File: src/rtl/mem_write_queue_pkg.sv
// Types and widths shared between the ALU write port and the memory write queue.
//   WIDTH          : store data width (register width)
//   MEM_ADDR_WIDTH : memory address width
//   mem_write_s    : one queued store {addr, data}
package mem_write_queue_pkg;

   localparam int unsigned WIDTH          = 32;
   localparam int unsigned MEM_ADDR_WIDTH = 16;

   typedef struct packed {
      logic [MEM_ADDR_WIDTH-1:0] addr;
      logic [WIDTH-1:0]          data;
   } mem_write_s;

endpackage

File: src/rtl/mem_write_queue_if.sv
// Memory-side valid/ready store bus.
//   valid   : head store presented (master -> slave)
//   payload : head store {addr, data} (master -> slave)
//   ready   : memory accepts head this cycle (slave -> master)
interface mem_write_queue_if;
   import mem_write_queue_pkg::*;

   logic       valid;
   logic       ready;
   mem_write_s payload;

   modport master (output valid, output payload, input ready);
   modport slave  (input valid, input payload, output ready);

endinterface

File: src/rtl/mem_write_queue_sync_fifo.sv
// Generic first-word fall-through FIFO with registered count/full/empty.
//   clk_i, reset_ni : clock, async active-low reset
//   push_i, wdata_i : write wdata_i at the tail (caller guarantees room)
//   ovw_i           : overwrite the youngest entry with wdata_i in place
//   pop_i           : retire the head (caller guarantees non-empty)
//   rdata_o         : head entry
//   count_o, full_o, empty_o : occupancy status
module sync_fifo #(
   parameter type         elem_t = logic [7:0],
   parameter int unsigned DEPTH  = 4
) (
   input  logic                     clk_i,
   input  logic                     reset_ni,
   input  logic                     push_i,
   input  logic                     ovw_i,
   input  logic                     pop_i,
   input  elem_t                    wdata_i,
   output elem_t                    rdata_o,
   output logic [$clog2(DEPTH):0]   count_o,
   output logic                     full_o,
   output logic                     empty_o
);

   localparam int unsigned PTR_W = $clog2(DEPTH);
   localparam int unsigned CNT_W = PTR_W + 1;

   elem_t            mem_q [DEPTH];
   logic [PTR_W-1:0] rd_ptr_q;
   logic [PTR_W-1:0] wr_ptr_q;
   logic [CNT_W-1:0] count_q;
   logic [CNT_W-1:0] count_d;
   logic             full_q;
   logic             empty_q;

   // Next occupancy; simultaneous push and pop leave it unchanged.
   always_comb begin
      count_d = count_q;
      if (push_i && !pop_i) begin
         count_d = count_q + CNT_W'(1);
      end else if (pop_i && !push_i) begin
         count_d = count_q - CNT_W'(1);
      end
   end

   // Storage, pointers and status flags; flags registered from next count.
   always_ff @(posedge clk_i or negedge reset_ni) begin
      if (!reset_ni) begin
         for (int i = 0; i < int'(DEPTH); i++) begin
            mem_q[i] <= '0;
         end
         rd_ptr_q <= '0;
         wr_ptr_q <= '0;
         count_q  <= '0;
         full_q   <= 1'b0;
         empty_q  <= 1'b1;
      end else begin
         if (push_i) begin
            mem_q[wr_ptr_q] <= wdata_i;
            wr_ptr_q        <= wr_ptr_q + PTR_W'(1);
         end else if (ovw_i) begin
            mem_q[wr_ptr_q - PTR_W'(1)] <= wdata_i;
         end
         if (pop_i) begin
            rd_ptr_q <= rd_ptr_q + PTR_W'(1);
         end
         count_q <= count_d;
         full_q  <= (count_d == CNT_W'(DEPTH));
         empty_q <= (count_d == '0);
      end
   end

   assign rdata_o = mem_q[rd_ptr_q];
   assign count_o = count_q;
   assign full_o  = full_q;
   assign empty_o = empty_q;

endmodule

File: src/rtl/mem_write_queue.sv
// Store queue between the ALU write port and the memory bus. Stores drain in
// order, first-word fall-through; full_o stalls the ALU, overflow_o records
// any store dropped while full.
//   clk_i, reset_ni      : clock, async active-low reset
//   w_valid_i/w_addr_i/w_write_i : store request from the ALU
//   full_o, empty_o, count_o     : occupancy status
//   overflow_o           : sticky, a store was dropped
//   m                    : memory bus (master side)
// Optional build macro MEM_WRITE_QUEUE_COALESCE_EN: a store to the same
// address as the youngest non-head entry overwrites that entry's data.
module mem_write_queue
   import mem_write_queue_pkg::*;
#(
   parameter int unsigned depth = 4
) (
   input  logic                      clk_i,
   input  logic                      reset_ni,
   input  logic                      w_valid_i,
   input  logic [MEM_ADDR_WIDTH-1:0] w_addr_i,
   input  logic [WIDTH-1:0]          w_write_i,
   output logic                      full_o,
   output logic                      empty_o,
   output logic [$clog2(depth):0]    count_o,
   output logic                      overflow_o,
   mem_write_queue_if.master         m
);

   localparam int unsigned CNT_W = $clog2(depth) + 1;

   logic       pop_c;
   logic       push_c;
   logic       coalesce_c;
   logic       overflow_q;
   mem_write_s wdata;
   mem_write_s head;

   assign wdata  = '{addr: w_addr_i, data: w_write_i};
   assign pop_c  = !empty_o && m.ready;
   // A full queue still accepts a store when the head retires the same edge.
   assign push_c = w_valid_i && !coalesce_c && (!full_o || pop_c);

`ifdef MEM_WRITE_QUEUE_COALESCE_EN
   logic [MEM_ADDR_WIDTH-1:0] last_addr_q;

   // Youngest entry is the last store pushed; only eligible when it is not
   // the head after any same-cycle pop, so m_* never changes under the bus.
   assign coalesce_c = w_valid_i && (w_addr_i == last_addr_q) &&
                       ((count_o - CNT_W'(pop_c)) >= CNT_W'(2));

   always_ff @(posedge clk_i or negedge reset_ni) begin
      if (!reset_ni) begin
         last_addr_q <= '0;
      end else if (push_c) begin
         last_addr_q <= w_addr_i;
      end
   end
`else
   assign coalesce_c = 1'b0;
`endif

   sync_fifo #(
      .elem_t (mem_write_s),
      .DEPTH  (depth)
   ) u_fifo (
      .clk_i    (clk_i),
      .reset_ni (reset_ni),
      .push_i   (push_c),
      .ovw_i    (coalesce_c),
      .pop_i    (pop_c),
      .wdata_i  (wdata),
      .rdata_o  (head),
      .count_o  (count_o),
      .full_o   (full_o),
      .empty_o  (empty_o)
   );

   // Sticky drop flag: store while full with no slot freed this edge.
   always_ff @(posedge clk_i or negedge reset_ni) begin
      if (!reset_ni) begin
         overflow_q <= 1'b0;
      end else if (w_valid_i && full_o && !pop_c && !coalesce_c) begin
         overflow_q <= 1'b1;
      end
   end

   assign overflow_o = overflow_q;
   assign m.valid    = !empty_o;
   assign m.payload  = head;

endmodule

File: src/flat_wrapper.sv
// flat-port wrapper written by rule: the top's interface ports become plain ports
module mem_write_queue_flat import mem_write_queue_pkg::*;
#(
   parameter int unsigned depth = 4
)
  (clk_i, reset_ni, w_valid_i, w_addr_i, w_write_i, full_o, empty_o, count_o, overflow_o, m_valid, m_payload, m_ready);
  mem_write_queue_if m_i ();
  input  logic clk_i;
  input  logic reset_ni;
  input  logic w_valid_i;
  input  logic [MEM_ADDR_WIDTH-1:0] w_addr_i;
  input  logic [WIDTH-1:0] w_write_i;
  output logic full_o;
  output logic empty_o;
  output logic [$clog2(depth):0] count_o;
  output logic overflow_o;
  output wire logic [$bits(m_i.valid)-1:0] m_valid;
  output wire logic [$bits(m_i.payload)-1:0] m_payload;
  input wire logic [$bits(m_i.ready)-1:0] m_ready;
  assign m_valid = m_i.valid;
  assign m_payload = m_i.payload;
  assign m_i.ready = m_ready;
  mem_write_queue #(.depth(depth)) u_core (.clk_i(clk_i), .reset_ni(reset_ni), .w_valid_i(w_valid_i), .w_addr_i(w_addr_i), .w_write_i(w_write_i), .full_o(full_o), .empty_o(empty_o), .count_o(count_o), .overflow_o(overflow_o), .m(m_i));
endmodule
File: config.mk
export PLATFORM = sky130hd
export DESIGN_NAME = mem_write_queue_flat
export DESIGN_NICKNAME = d
export VERILOG_FILES = /design/src/rtl/mem_write_queue_pkg.sv /design/src/rtl/mem_write_queue_if.sv /design/src/rtl/mem_write_queue_sync_fifo.sv /design/src/rtl/mem_write_queue.sv /design/src/flat_wrapper.sv
export SDC_FILE = /design/constraint.sdc
export NUM_CORES = 1
export LEC_CHECK = 0
export ABC_AREA = 1
export BUFFER_PORTS_ARGS = -buffer_cell sky130_fd_sc_hd__buf_2
export CAP_MARGIN = 15
export CORE_MARGIN = 5
export CORE_UTILIZATION = 49
export CTS_BUF_LIST = sky130_fd_sc_hd__clkbuf_2 sky130_fd_sc_hd__clkbuf_4 sky130_fd_sc_hd__clkbuf_8
export DETAILED_ROUTE_END_ITERATION = 10
export PLACE_DENSITY_LB_ADDON = 0.05
export SLEW_MARGIN = 20
export SYNTH_ARGS = -nofsm -noshare
export SYNTH_HDL_FRONTEND = slang
export SYNTH_SLANG_ARGS = --single-unit
File: constraint.sdc
create_clock -name clk_i -period 5 [get_ports clk_i]
set_clock_uncertainty 0.2 [all_clocks]
set_input_delay 0 -clock clk_i [delete_from_list [all_inputs] [get_ports clk_i]]
set_output_delay 0 -clock clk_i [all_outputs]
set_load 0.005 [all_outputs]
==> metrics.csv <==
stage,metric,value,unit
clock_network,tritoncts,yes,
layout,final_cell_mix,"nand2_1 (207), dfrtp_1 (200), o21ai_0 (165)",
layout,finalInstanceArea,10580,µm²
die,die_h,144.6,µm
sta,tns,0,ns
critical_path,cp_slowest_cell,inv_2,
logic_synthesis,ys_seq_area_share,56.99,%
min_path,holdCritPathClass,in -> reg,
die,die_area,20900,µm²
detailed_routing,routed_wl,21090,µm
placed_design,place_congestion,0.7552,
critical_path,critPathMaxStageDelay,0.59,ns
placed_design,dp_slack,2.682,ns
sta,rsz0062_at_grt,false,
die,initial_core_util,49.56,%
sta,finalSetupViolCount,0,
detailed_routing,drcViolationCount,0,
sta,slew_violations,0,
critical_path,startpoint_type,register,
global_route,grt_start_max_net_pins,104,
placed_design,post-dp-hpwl,11170,µm
outcome,outcome,"complete, no violations",
run,cap_violations,0,
die,ios,107,
detailed_routing,firstDrtPassIters,5,
sta,hold_viol,0,
global_route,antenna_found_initial,0,
power,max-vdd-ir-drop,0.3601,mV
die,row_count,49,
critical_path,critPathKind,reg -> out,
detailed_routing,via_per_inst,5.114,
die,die_x,144.6,µm
clock_network,cts_resized,0,
logic_synthesis,synthDistinctLibCells,24,
clock_network,root_buffer,clkbuf_8,
detailed_routing,vias,7114,
clock_network,clk-insertion-delay-late,0.50,ns
logic_synthesis,async_reset_ff_share,100.0,%
placed_design,dpl_cell_area,9305,µm²
critical_path,rrSetupSlack,2.74,ns
logic_synthesis,synth_edf_count,0,
global_route,grt_overflow,0,
clock_network,clockBufferDepth,3,
logic_synthesis,synth_flop_cell,dfrtp_1,
placed_design,place.port_buffers,106,
logic_synthesis,synthesis.nets,1064,
logic_synthesis,syn_area,8872,µm²
sta,tightestPinTransition,1.037,ns
critical_path,crit_path_end,m_payload[34],
clock_network,cts_inserted_buffers,36,
detailed_routing,drt_iter0_drc,409,
detailed_routing,wl_per_cell,15.16,µm
clock_network,clk_pin_slew,0.06,ns
critical_path,arrival,2.66,ns
global_route,grt_use_total,20.61,%
logic_synthesis,netlist_instances,1006,
sta,postLayoutSetupSlackWorst,2.139,ns
critical_path,crit_fanout,50,
critical_path,r2r_end,u_core.u_fifo.mem_q[48],
detailed_routing,final_antenna_net_count,0,
power,power_density,674.0,nW/µm²
logic_synthesis,avgSynthCellArea,8.819,µm²
global_route,grt_pass1_wl,34640,µm
critical_path,crit_required,4.80,ns
critical_path,critPathCaptureType,output pin,
sta,clock.fmax,349.5,MHz
critical_path,r2r_cells,7,
layout,diodes,0,
global_route,grt_pass1_vias,6917,
layout,fin_nets,1196,
critical_path,crit_chain,inv_2 > buf_4 > o21ai_0 > o22ai_1 > buf_2,
layout,syn2layout_area_growth,19.29,%
power,p_leak,5.220,nW
clock_network,cts_setup_buffers,0,
layout,final_common_cell,nand2_1,
clock_network,cts_max_level,2,
layout,utilization,59.12,%
logic_synthesis,synth_seq_cells,202,
die,core,17900,µm²
sta,fin_crit_sh,57.22,%
logic_synthesis,yosys_warnings,0,
sta,max_slew_margin,30.89,%
critical_path,crit_start,u_core.u_fifo.rd_ptr_q[0],
clock_network,cts.sinks,202,
sta,final.min_clock_period,2.861,ns
layout,drive_gt1_share,16.09,%
critical_path,r2r_start,u_core.u_fifo.empty_o,
==> worst min-delay path by stage <==
stage	startpoint	endpoint	depth (start not counted)
2_1_floorplan	reset_ni	u_core.overflow_o	0
3_3_place_gp	reset_ni	u_core.u_fifo.mem_q[58]	1
3_5_place_dp	reset_ni	u_core.u_fifo.mem_q[151]	1
4_1_cts	w_addr_i[8]	u_core.u_fifo.mem_q[88]	4
5_1_grt	w_write_i[23]	u_core.u_fifo.mem_q[23]	4
6_report	w_write_i[7]	u_core.u_fifo.mem_q[7]	4
==> worst max-delay path, delay by kind of cell (launching register included) <==
family / cells / cell delay, ns
compound gates: 2 / 0.38
buf+inv: 3 / 1.33
flops: 1 / 0.41
==> repair_timing <==
action / CTS / global route
setup endpoints to repair: 0 / 0
hold buffers: 53 / 0
endpoints found under the hold margin: 307 / 0
==> synth_stat cells, drive strengths merged, types with 4 or more instances <==
| cell | count | share of area (%) |
|---|---|---|
| dfrtp | 201 | 57 |
| clkbuf | 34 | 1.5 |
| o21ai | 289 | 16 |
| ha | 6 | 0.85 |
| o22ai | 48 | 3.4 |
| buf | 37 | 3.5 |
| nand3 | 4 | 0.23 |
| nor2 | 102 | 4.3 |
| xor2 | 4 | 0.39 |
| inv | 61 | 2.6 |
| nand2 | 214 | 9.6 |
==> cell families after synthesis <==
logic type	synth area share (%)
xor gates and xnor gates	0.4936
DFF	56.99
adders and majority gates	0.8461
buffers and inverters	7.629
and+or+nand+nor	14.27
AOI/OAI and AO/OA	19.77
==> area by class of cell <==
cell class | instances | area, µm²
clock buffer | 60 | 738.2
tap | 229 | 286.5
fill | 1662 | 7318
multi-input combinational | 671 | 3139
clock inverter | 2 | 10.01
timing repair buffer | 165 | 1115
inverter | 62 | 237.7
sequential | 202 | 5057
==> per-stage QoR <==
stage / hold slack (ns) / std cells / power [mW]
after global placement: -0.01973 / 1276 / 5.554
after global routing: 0.1459 / 1391 / 7.762
final: 0.1301 / 1391 / 7.134
after CTS: 0.1067 / 1391 / 7.245
after detailed placement: -0.03575 / 1276 / 5.607
after floorplan: -0.4956 / 1006 / 4.707
==> registers in the layout, indices dropped and copies added (netlist names) <==
name                    count
u_core.u_fifo.empty_o       1
u_core.u_fifo.wr_ptr_q      2
u_core.u_fifo.count_o       3
u_core.u_fifo.mem_q       192
u_core.overflow_o           1
u_core.u_fifo.rd_ptr_q      2
u_core.u_fifo.full_o        1
==> where the power goes <==
part	leakage, nW	internal (mW)	switching, mW
combinational	2.29	1.10	1.69
sequential	2.53	2.39	0.380
clock	0.403	0.925	0.642
==> per-layer routing <==
metal | GRT usage (%) | routed length [µm] | vias up
li1 | - | - | 3599
met1 | 28.01 | 10060 | 3374
met2 | 34.36 | 9856 | 123
met3 | 3.869 | 934 | 18
met4 | 5.253 | 238 | 0
met5 | 0 | 0 | -
(Power assumes the default switching activity.)
